**src/rtl/fnd_scan_ctrl.sv**
```systemverilog
// -----------------------------------------------------------------------------
// fnd_scan_ctrl
// Multi-digit 7-segment (FND) scan controller for a common-anode display.
// Takes DIGITS packed hex nibbles plus per-digit decimal-point and blink masks.
// Time-multiplexes them onto the display, one digit per scan slot.
// Features:
//   - frame-coherent input snapshot, taken once per frame
//   - anti-ghosting dead time at the start of every slot
//   - per-digit blink
//   - scan enable
//
// Optional feature (compile-time macro FND_LZ_SUPPRESS_EN):
//   When defined, leading zeros are suppressed. Digits DIGITS-1..1 whose
//   nibble and all higher nibbles are zero show their segments off.
//   Digit 0 is never suppressed.
//
// Ports:
//   clk         in   1         system clock, rising edge
//   rst         in   1         asynchronous active-low reset (0 = reset)
//   en          in   1         1 = display on; 0 = all digits off, counters run
//   bcd         in   4*DIGITS  packed nibbles, [3:0] = digit 0 (rightmost)
//   dp_mask     in   DIGITS    1 = decimal point lit on that digit
//   blink_mask  in   DIGITS    1 = digit blanked during blink phase 1
//   fnd_data    out  8         active-low segments {dp,g,f,e,d,c,b,a}
//   fnd_com     out  DIGITS    active-low one-hot digit select
//   frame_tick  out  1         1-cycle pulse when a new snapshot is held
// -----------------------------------------------------------------------------
module fnd_scan_ctrl #(
    parameter int CLK_FREQ = 100_000_000,
    parameter int SCAN_HZ  = 1000,
    parameter int DIGITS   = 4,
    parameter int DEAD_CYC = 2,
    parameter int BLINK_HZ = 2
) (
    input  logic                  clk,
    input  logic                  rst,
    input  logic                  en,
    input  logic [4*DIGITS-1:0]   bcd,
    input  logic [DIGITS-1:0]     dp_mask,
    input  logic [DIGITS-1:0]     blink_mask,
    output logic [7:0]            fnd_data,
    output logic [DIGITS-1:0]     fnd_com,
    output logic                  frame_tick
);

    localparam int TICK_DIV  = CLK_FREQ / SCAN_HZ;
    localparam int BLINK_DIV = CLK_FREQ / (2 * BLINK_HZ);
    localparam int PW = (TICK_DIV  > 1) ? $clog2(TICK_DIV)  : 1;
    localparam int BW = (BLINK_DIV > 1) ? $clog2(BLINK_DIV) : 1;
    localparam int IW = $clog2(DIGITS);

    localparam logic [PW-1:0] PRESC_LAST = PW'(TICK_DIV - 1);
    localparam logic [PW-1:0] DEAD_END   = PW'(DEAD_CYC);
    localparam logic [BW-1:0] BLINK_LAST = BW'(BLINK_DIV - 1);
    localparam logic [IW-1:0] IDX_LAST   = IW'(DIGITS - 1);

    // Segment patterns for a..g, active low (dp handled separately).
    function automatic logic [6:0] seg7(input logic [3:0] n);
        logic [6:0] s;
        case (n)
            4'h0: s = 7'h40;
            4'h1: s = 7'h79;
            4'h2: s = 7'h24;
            4'h3: s = 7'h30;
            4'h4: s = 7'h19;
            4'h5: s = 7'h12;
            4'h6: s = 7'h02;
            4'h7: s = 7'h78;
            4'h8: s = 7'h00;
            4'h9: s = 7'h10;
            4'hA: s = 7'h08;
            4'hB: s = 7'h03;
            4'hC: s = 7'h46;
            4'hD: s = 7'h21;
            4'hE: s = 7'h06;
            default: s = 7'h0E;
        endcase
        return s;
    endfunction

    // -------------------------------------------------------------------------
    // State
    // -------------------------------------------------------------------------
    logic [PW-1:0]       presc_q,        presc_d;
    logic [IW-1:0]       idx_q,          idx_d;
    logic [BW-1:0]       blink_cnt_q,    blink_cnt_d;
    logic                blink_ph_q,     blink_ph_d;
    logic [4*DIGITS-1:0] shadow_bcd_q,   shadow_bcd_d;
    logic [DIGITS-1:0]   shadow_dp_q,    shadow_dp_d;
    logic [DIGITS-1:0]   shadow_blink_q, shadow_blink_d;
    logic [7:0]          data_q,         data_d;
    logic [DIGITS-1:0]   com_q,          com_d;
    logic                tick_q,         tick_d;

    logic                presc_wrap;
    logic                blink_wrap;
    logic                snap;

    // -------------------------------------------------------------------------
    // Counters and snapshot
    // -------------------------------------------------------------------------
    always_comb begin
        presc_wrap  = (presc_q == PRESC_LAST);
        presc_d     = presc_wrap ? '0 : presc_q + 1'b1;

        idx_d = idx_q;
        if (presc_wrap) begin
            idx_d = (idx_q == IDX_LAST) ? '0 : idx_q + 1'b1;
        end

        blink_wrap  = (blink_cnt_q == BLINK_LAST);
        blink_cnt_d = blink_wrap ? '0 : blink_cnt_q + 1'b1;
        blink_ph_d  = blink_ph_q ^ blink_wrap;

        // The first cycle of slot 0 opens a new frame. This also covers the
        // first slot after reset, since the counters start there.
        snap           = (presc_q == '0) && (idx_q == '0);
        shadow_bcd_d   = snap ? bcd        : shadow_bcd_q;
        shadow_dp_d    = snap ? dp_mask    : shadow_dp_q;
        shadow_blink_d = snap ? blink_mask : shadow_blink_q;
        tick_d         = snap;
    end

    // -------------------------------------------------------------------------
    // Per-digit nibble view of the snapshot.
    // The _d side is used so the value captured this cycle is already visible.
    // This keeps a frame coherent even when there is no dead time.
    // -------------------------------------------------------------------------
    logic [3:0]        nib [DIGITS];
    logic [DIGITS-1:0] lz_blank;

    generate
        for (genvar gi = 0; gi < DIGITS; gi++) begin : g_nib
            assign nib[gi] = shadow_bcd_d[4*gi +: 4];
        end
    endgenerate

`ifdef FND_LZ_SUPPRESS_EN
    // Walk down from the top digit while nibbles stay zero. Digit 0 is excluded.
    always_comb begin
        logic run;
        run      = 1'b1;
        lz_blank = '0;
        for (int i = DIGITS - 1; i >= 1; i--) begin
            run         = run & (nib[i] == 4'h0);
            lz_blank[i] = run;
        end
    end
`else
    assign lz_blank = '0;
`endif

    // -------------------------------------------------------------------------
    // Registered display outputs
    // -------------------------------------------------------------------------
    always_comb begin
        com_d  = '1;
        data_d = 8'hFF;
        if (en && (presc_q >= DEAD_END)) begin
            com_d[idx_q] = 1'b0;
            if (!(blink_ph_q && shadow_blink_d[idx_q])) begin
                data_d = {~shadow_dp_d[idx_q], seg7(nib[idx_q])};
                if (lz_blank[idx_q]) begin
                    data_d[6:0] = 7'h7F;
                end
            end
        end
    end

    always_ff @(posedge clk or negedge rst) begin
        if (!rst) begin
            presc_q        <= '0;
            idx_q          <= '0;
            blink_cnt_q    <= '0;
            blink_ph_q     <= 1'b0;
            shadow_bcd_q   <= '0;
            shadow_dp_q    <= '0;
            shadow_blink_q <= '0;
            data_q         <= 8'hFF;
            com_q          <= '1;
            tick_q         <= 1'b0;
        end else begin
            presc_q        <= presc_d;
            idx_q          <= idx_d;
            blink_cnt_q    <= blink_cnt_d;
            blink_ph_q     <= blink_ph_d;
            shadow_bcd_q   <= shadow_bcd_d;
            shadow_dp_q    <= shadow_dp_d;
            shadow_blink_q <= shadow_blink_d;
            data_q         <= data_d;
            com_q          <= com_d;
            tick_q         <= tick_d;
        end
    end

    assign fnd_data   = data_q;
    assign fnd_com    = com_q;
    assign frame_tick = tick_q;

endmodule

```
**config.mk**
```make
export PLATFORM = sky130hd
export DESIGN_NAME = fnd_scan_ctrl
export DESIGN_NICKNAME = d
export VERILOG_FILES = /design/src/rtl/fnd_scan_ctrl.sv
export SDC_FILE = /design/constraint.sdc
export NUM_CORES = 1
export LEC_CHECK = 0
export BUFFER_PORTS_ARGS = -buffer_cell sky130_fd_sc_hd__buf_2
export CELL_PAD_IN_SITES_DETAIL_PLACEMENT = 1
export CELL_PAD_IN_SITES_GLOBAL_PLACEMENT = 1
export CORE_MARGIN = 1
export CORE_UTILIZATION = 47
export CTS_CLUSTER_DIAMETER = 30
export DETAILED_ROUTE_END_ITERATION = 7
export GPL_TIMING_DRIVEN = 1
export PLACE_DENSITY_LB_ADDON = 0.1
export SLEW_MARGIN = 20
export SYNTH_ARGS = -nofsm -noshare
export SYNTH_HDL_FRONTEND = slang
export SYNTH_SLANG_ARGS = --single-unit
```
**constraint.sdc**
```tcl
create_clock -name clk -period 4.6 [get_ports clk]
set_clock_uncertainty 0.2 [all_clocks]
set_input_delay 0.92 -clock clk [delete_from_list [all_inputs] [get_ports clk]]
set_output_delay 0.92 -clock clk [all_outputs]
set_load 0.01 [all_outputs]
```
### Word level (Yosys, flattened, before mapping)

Memory sizes are Yosys's and may differ from the RTL's.
Cells that the tools add are included.

* $add $sub $neg: 3
* $mul: 0
* divide/modulo/power cells: 0
* order comparisons: 4
* eq/ne operators: 3
* shifts and indexed selects: 0
* muxes and demuxes: 21
* bitwise operators: 4
* reduce and logical (&&, ||, !) cells: 6

Operators with widths (count)
* adder 25 x 1 -> 25 bit (second input constant): 1
* == test 25 bit (second input constant): 1
* two-way mux 25 bit: 1
* two-way mux 4 bit: 5
* adder 17 x 1 -> 17 bit (second input constant): 1
* == test 17 bit (second input constant): 1
* greater-or-equal comparator 17 x 2 -> 1 bit (second input constant): 1
* zero test 17 bit: 1
* two-way mux 17 bit: 1
* two-way mux 16 bit: 1
* two-way mux 8 bit: 2
* binary-select mux 4 bit (select 2 bit): 1
* two-way mux 7 bit: 1
* binary-select mux 1 bit (select 2 bit): 3
* logical AND 1 bit: 4
* two-way mux 1 bit: 4
* NOT 4 bit: 1
* greater-or-equal comparator 3 bit (second input constant): 1
* < comparator 2 x 3 -> 1 bit (second input constant): 1
* NOT 2 -> 3 bit: 1
* adder 2 x 1 -> 2 bit (second input constant): 1
* demux 1 bit (select 2 bit): 1
* == test 2 bit (second input constant): 1
* greater-or-equal comparator 2 x 1 -> 1 bit (second input constant): 1
* other kinds (4): 4

* flip-flop bits (word level): 82
* latch bits: 0
* RAM bits: 0
* bits in read-only memories: 112
* output and inout bits: 13
* word-level logic and storage cells: 52
* memories kept: 1

Memory list
* (name not given): depth 16, width 7, rd ports 1, clocked after Yosys merged registers in 0, wr ports 0, RTL line 60 `case (n)`

### Depth between registers and ports, before layout

An unclocked memory read counts as a cell.

* depth after elaboration: 10
* depth in mapped cells: 13
* depth with buffers taken out: 11

### Worst setup path after synthesis

OpenSTA, ideal clock, no wires.

* path kind: flip-flop to flip-flop
* from: register idx_q[0]
* to: register data_q[4] (netlist: fnd_data[4])
* setup time: 0.082 ns
* data arrival time: 3.066 ns
* data required time: 4.318 ns
* path slack: 1.252 ns
* stages on the path, launching flop included: 12
* buffers on the path: 2
* period minus slack after synthesis: 3.348 ns
* path through: dfrtp_1 clkbuf_1 inv_1 ha_1 nand2_1 nor2_4 buf_6 mux2_4 mux4_2 ha_1 mux2_4 a211o_1

* longest elaborated chain between the ends: 10
* elaborated cells on any way between the ends: 17
* classes of those cells: mux (12); bitwise (1); reduce/logical (3); memory (1)

RTL lines
* from (decl): RTL line 85 `logic [IW-1:0] idx_q, idx_d;`
* from (signal assigned): RTL line 184 `idx_q <= idx_d;`
* zero test 2 bit: RTL line 117 `snap = (presc_q == '0) && (idx_q == '0);`
* logical AND 1 bit: RTL line 117
* two-way mux 16 bit: RTL line 118 `shadow_bcd_d = snap ? bcd : shadow_bcd_q;`
* net shadow_bcd_d[12]: RTL line 88 `logic [4*DIGITS-1:0] shadow_bcd_q, shadow_bcd_d;`
* binary-select mux 4 bit (select 2 bit): RTL line 162 `data_d = {~shadow_dp_d[idx_q], seg7(nib[idx_q])};`
* two-way mux 4 bit (not written as such) (2 in a row): RTL line 162
* memory (16 x 7 bit)
* two-way mux 7 bit: RTL line 163 `if (lz_blank[idx_q]) begin`
* two-way mux 8 bit: RTL line 161 `if (!(blink_ph_q && shadow_blink_d[idx_q])) begin`
* two-way mux 8 bit: RTL line 159 `if (en && (presc_q >= DEAD_END)) begin`
* net data_d[4]: RTL line 91 `logic [7:0] data_q, data_d;`
* to (signal assigned): RTL line 190 `data_q <= data_d;`
* to (decl): RTL line 91

The timed path passes the listed nets, and every way through them passes these cells. The select of a mux whose other input is x is not followed.
A chain may end at the register's enable or synchronous reset.

### Worst setup path after layout

* from: register idx_q[0]
* to: register data_q[0] (netlist: fnd_data[0])

* longest elaborated chain between the ends: 10
* elaborated cells on any way between the ends: 17
* classes of those cells: mux (12); bitwise (1); reduce/logical (3); memory (1)

RTL lines (RTL line)
* zero test 2 bit: 117
* logical AND 1 bit: 117
* two-way mux 16 bit: 118
* binary-select mux 4 bit (select 2 bit): 162
* two-way mux 4 bit (not written as such) (2 in a row): 162
* memory (16 x 7 bit)
* two-way mux 7 bit: 163
* two-way mux 8 bit *: 161
* two-way mux 8 bit *: 159
* net data_d[0]: 91

Mark *: on every way through the listed nets, which the timed path passes. The rest lies on a longest branch. The select of a mux whose other input is x is not followed.

==> metrics.txt <==
largest vdd supply drop=around 0.00018 V; Antenna Diode Count=0; gpl congestion=around 0.81; Post-Synth Simple-Gate Area=0.163; P per Cell Area=approximately 300 nW/um2; drt wl/cell=~17 um; ratio of final minimum period to clock period=0.841; 1st-pass router iterations=4; die height=around 95 um; reg2reg start=idx_q[0]$_DFFE_PN0N_; DP Cell Count=488; Longest Clk Path Bufs=2; Post-synth EDFFs=0; Row Count=33; RR Endpoint=fnd_data[0]$_DFF_PN1_; initial DRC count=between 60 and 70; worst skew pair latency=~0.35 ns; largest family of logic cells by synthesized area=simple AND/OR/NAND/NOR gates; unrepaired setup endpoints after global routing=no; Ys Warns=0; synthesized flop and latch total=between 80 and 90; top cells by area, synth=dfrtp_1, dfstp_2, mux2_2; largest net degree at the start of global routing=83; Period minus WS final=about 3.9 ns; die area=9030 um2; fin cells=between 500 and 600; CTS hold repair buffers=0; Worst EP required=4.64 ns; Die Span X=roughly 95 um; Synth Area in Compound Gates=0.0455; first-pass GRT wire length=around 14,000 um; Synth cell types=46; critical path class=reg -> reg; DRC errors left=0; Synth Area in Adders=0.0431; clock-pin slew on the worst setup and hold paths=~0.09 ns; most common cell in the synthesized netlist=dfrtp_1; Post-Synthesis Cell Area=roughly 4000 um2; crit path from=idx_q[0]$_DFFE_PN0N_; Worst Reg2Reg Path Length in Cells=10; vias in the first global route=about 2,800; Static Leakage=2.06 nW; worst min path class=reg -> reg; Async SR Flop Fraction=1.00; synth cell count leaders=dfrtp_1, nand2_1, nor2_1, mux2_2, xor2_1; syn_nets=387; Avg Inst Size Synth=around 12 um2; Max Cap Violations=0; post-CTS setup repair buffer count=0; vias=2,733; Tightest Pin Transition=0.757 ns; Worst setup endpoint=fnd_data[0]$_DFF_PN1_; antenna violations before repair=0; clock tree from TritonCTS=yes; Final Max Slew Viols=0; root buffer cell=clkbuf_8; Crit Path Max Fanout=19; Synth area leader=dfrtp_1; post-CTS sizing=0; gr ovfl total=0; Ports=40; total core area=between 8000 and 9000 um2; multiplexer share of the synthesized area=0.137; Worst setup EP type=flop; Total Routing Usage GR=0.210; hold slack=between 0.2 and 0.3 ns; vias per inst=between 5 and 6; Post-Route WL=between 8000 and 9000 um; port bufs=39; highest clock rate=259 MHz; Final Hold Viols=0; r2r setup slk=approximately 0.73 ns; nature of the critical path startpoint=flop; share of layout cells above drive strength 1=0.283; synthesized instance count=~350; dominant synthesized flop cell=dfrtp_1; sequential element share of the synthesized area=0.508; clk sink count=between 80 and 90; initial core utilization=0.490; outcome=finished, final reports clean; area growth from synthesis to layout=13.3%; critical path arrival=3.91 ns; Slew HR=0.495; final net count=between 400 and 500; htree depth=3; xor and xnor area share after synthesis=0.0840; TritonCTS Buffers=9; final number of setup-violating endpoints=0; top cell type's share of synthesized area=0.431; Detail Route Antenna Nets=0; DPL Wire Length=around 6200 um; setup TNS=0 ns
## sequential cells by signal, summed over array words and instances, names as in the netlist
register	cells
presc_q	17
shadow_bcd_q	16
fnd_data	8
shadow_blink_q	4
blink_cnt_q	25
blink_ph_q	1
fnd_com	4
frame_tick	1
idx_q	2
shadow_dp_q	4
## per-stage QoR
stage / total power, W / area [um2] / util / setup WS [ns]
final: 0.00137 / 4610 / 0.555 / 0.732
after global routing: 0.00143 / 4610 / 0.555 / 0.479
after CTS: 0.00139 / 4600 / 0.555 / 0.733
after detailed placement: 0.000851 / 4400 / 0.530 / 0.756
after global placement: 0.000847 / 4400 / 0.530 / 0.914
after floorplan: 0.000805 / 4070 / - / 1.25
## worst max-delay path: stages, from the launching register on
cell and delay (ns):
dfrtp_1 0.54, inv_1 0.28, ha_1 0.23, nand2_1 0.13
nor2_4 0.48, mux4_2 0.39, mux2i_1 0.49, ha_1 0.39
nor2_1 0.07, a22o_1 0.26, o31ai_1 0.29
## placed cells by master, fill, tap and decap left out, drive strengths merged, types with 5 or more instances in the layout
cell,count
nor2,32
mux4,8
nor4,5
buf,45
ha,14
nor2b,5
o21ai,8
clkbuf,10
dfstp,12
and3,8
nand4,5
xor2,22
nor3,7
nand3,20
mux2,27
xnor2,17
dfrtp,70
nand2,34
inv,9
## cell families (layout without fill, tap and decap cells)
family          count (synthesis)  in the layout
buf+inv                        18             71
mux                            39             39
xor+xnor                       39             39
flops                          82             82
simple gates                  129            129
compound gates                 25             25
fa+ha+maj                      14             14
## power by group
part,internal [W],switching [W]
Combinational,0.0000393,0.0000483
Sequential,0.000741,0.00000696
Clock,0.000266,0.000272
## routing by layer
| metal | track usage | share of wire | up-vias |
|---|---|---|---|
| li1 | - | - | 1304 |
| met1 | 0.281 | 0.46 | 1371 |
| met2 | 0.345 | 0.50 | 45 |
| met3 | 0.0359 | 0.029 | 13 |
| met4 | 0.0758 | 0.016 | 0 |
| met5 | 0 | 0 | - |
## final cells by class
| class | instances | area [um2] |
|---|---|---|
| clock inverters | 6 | 66.3 |
| multi-input cells | 246 | 1920 |
| clock buffers | 10 | 138 |
| well taps | 105 | 131 |
| flip-flops and latches | 82 | 2070 |
| inverters | 10 | 37.5 |
| repair buffers | 45 | 246 |
| fillers | 898 | 3690 |
## how the worst min path moves through the flow
stage,from,to,slack (ns),cells after the start
global placement,blink_cnt_q[0]$_DFF_PN0_,blink_cnt_q[0]$_DFF_PN0_,0.27,1
floorplan,blink_cnt_q[0]$_DFF_PN0_,blink_cnt_q[0]$_DFF_PN0_,0.25,1
finish,blink_cnt_q[0]$_DFF_PN0_,blink_cnt_q[0]$_DFF_PN0_,0.30,1
detailed placement,shadow_bcd_q[8]$_DFF_PN0_,shadow_bcd_q[8]$_DFF_PN0_,0.28,1
CTS,blink_cnt_q[23]$_DFF_PN0_,blink_cnt_q[23]$_DFF_PN0_,0.30,1
global route,blink_cnt_q[23]$_DFF_PN0_,blink_cnt_q[23]$_DFF_PN0_,0.31,1
No activity file was read; power rests on OpenSTA's default activity.
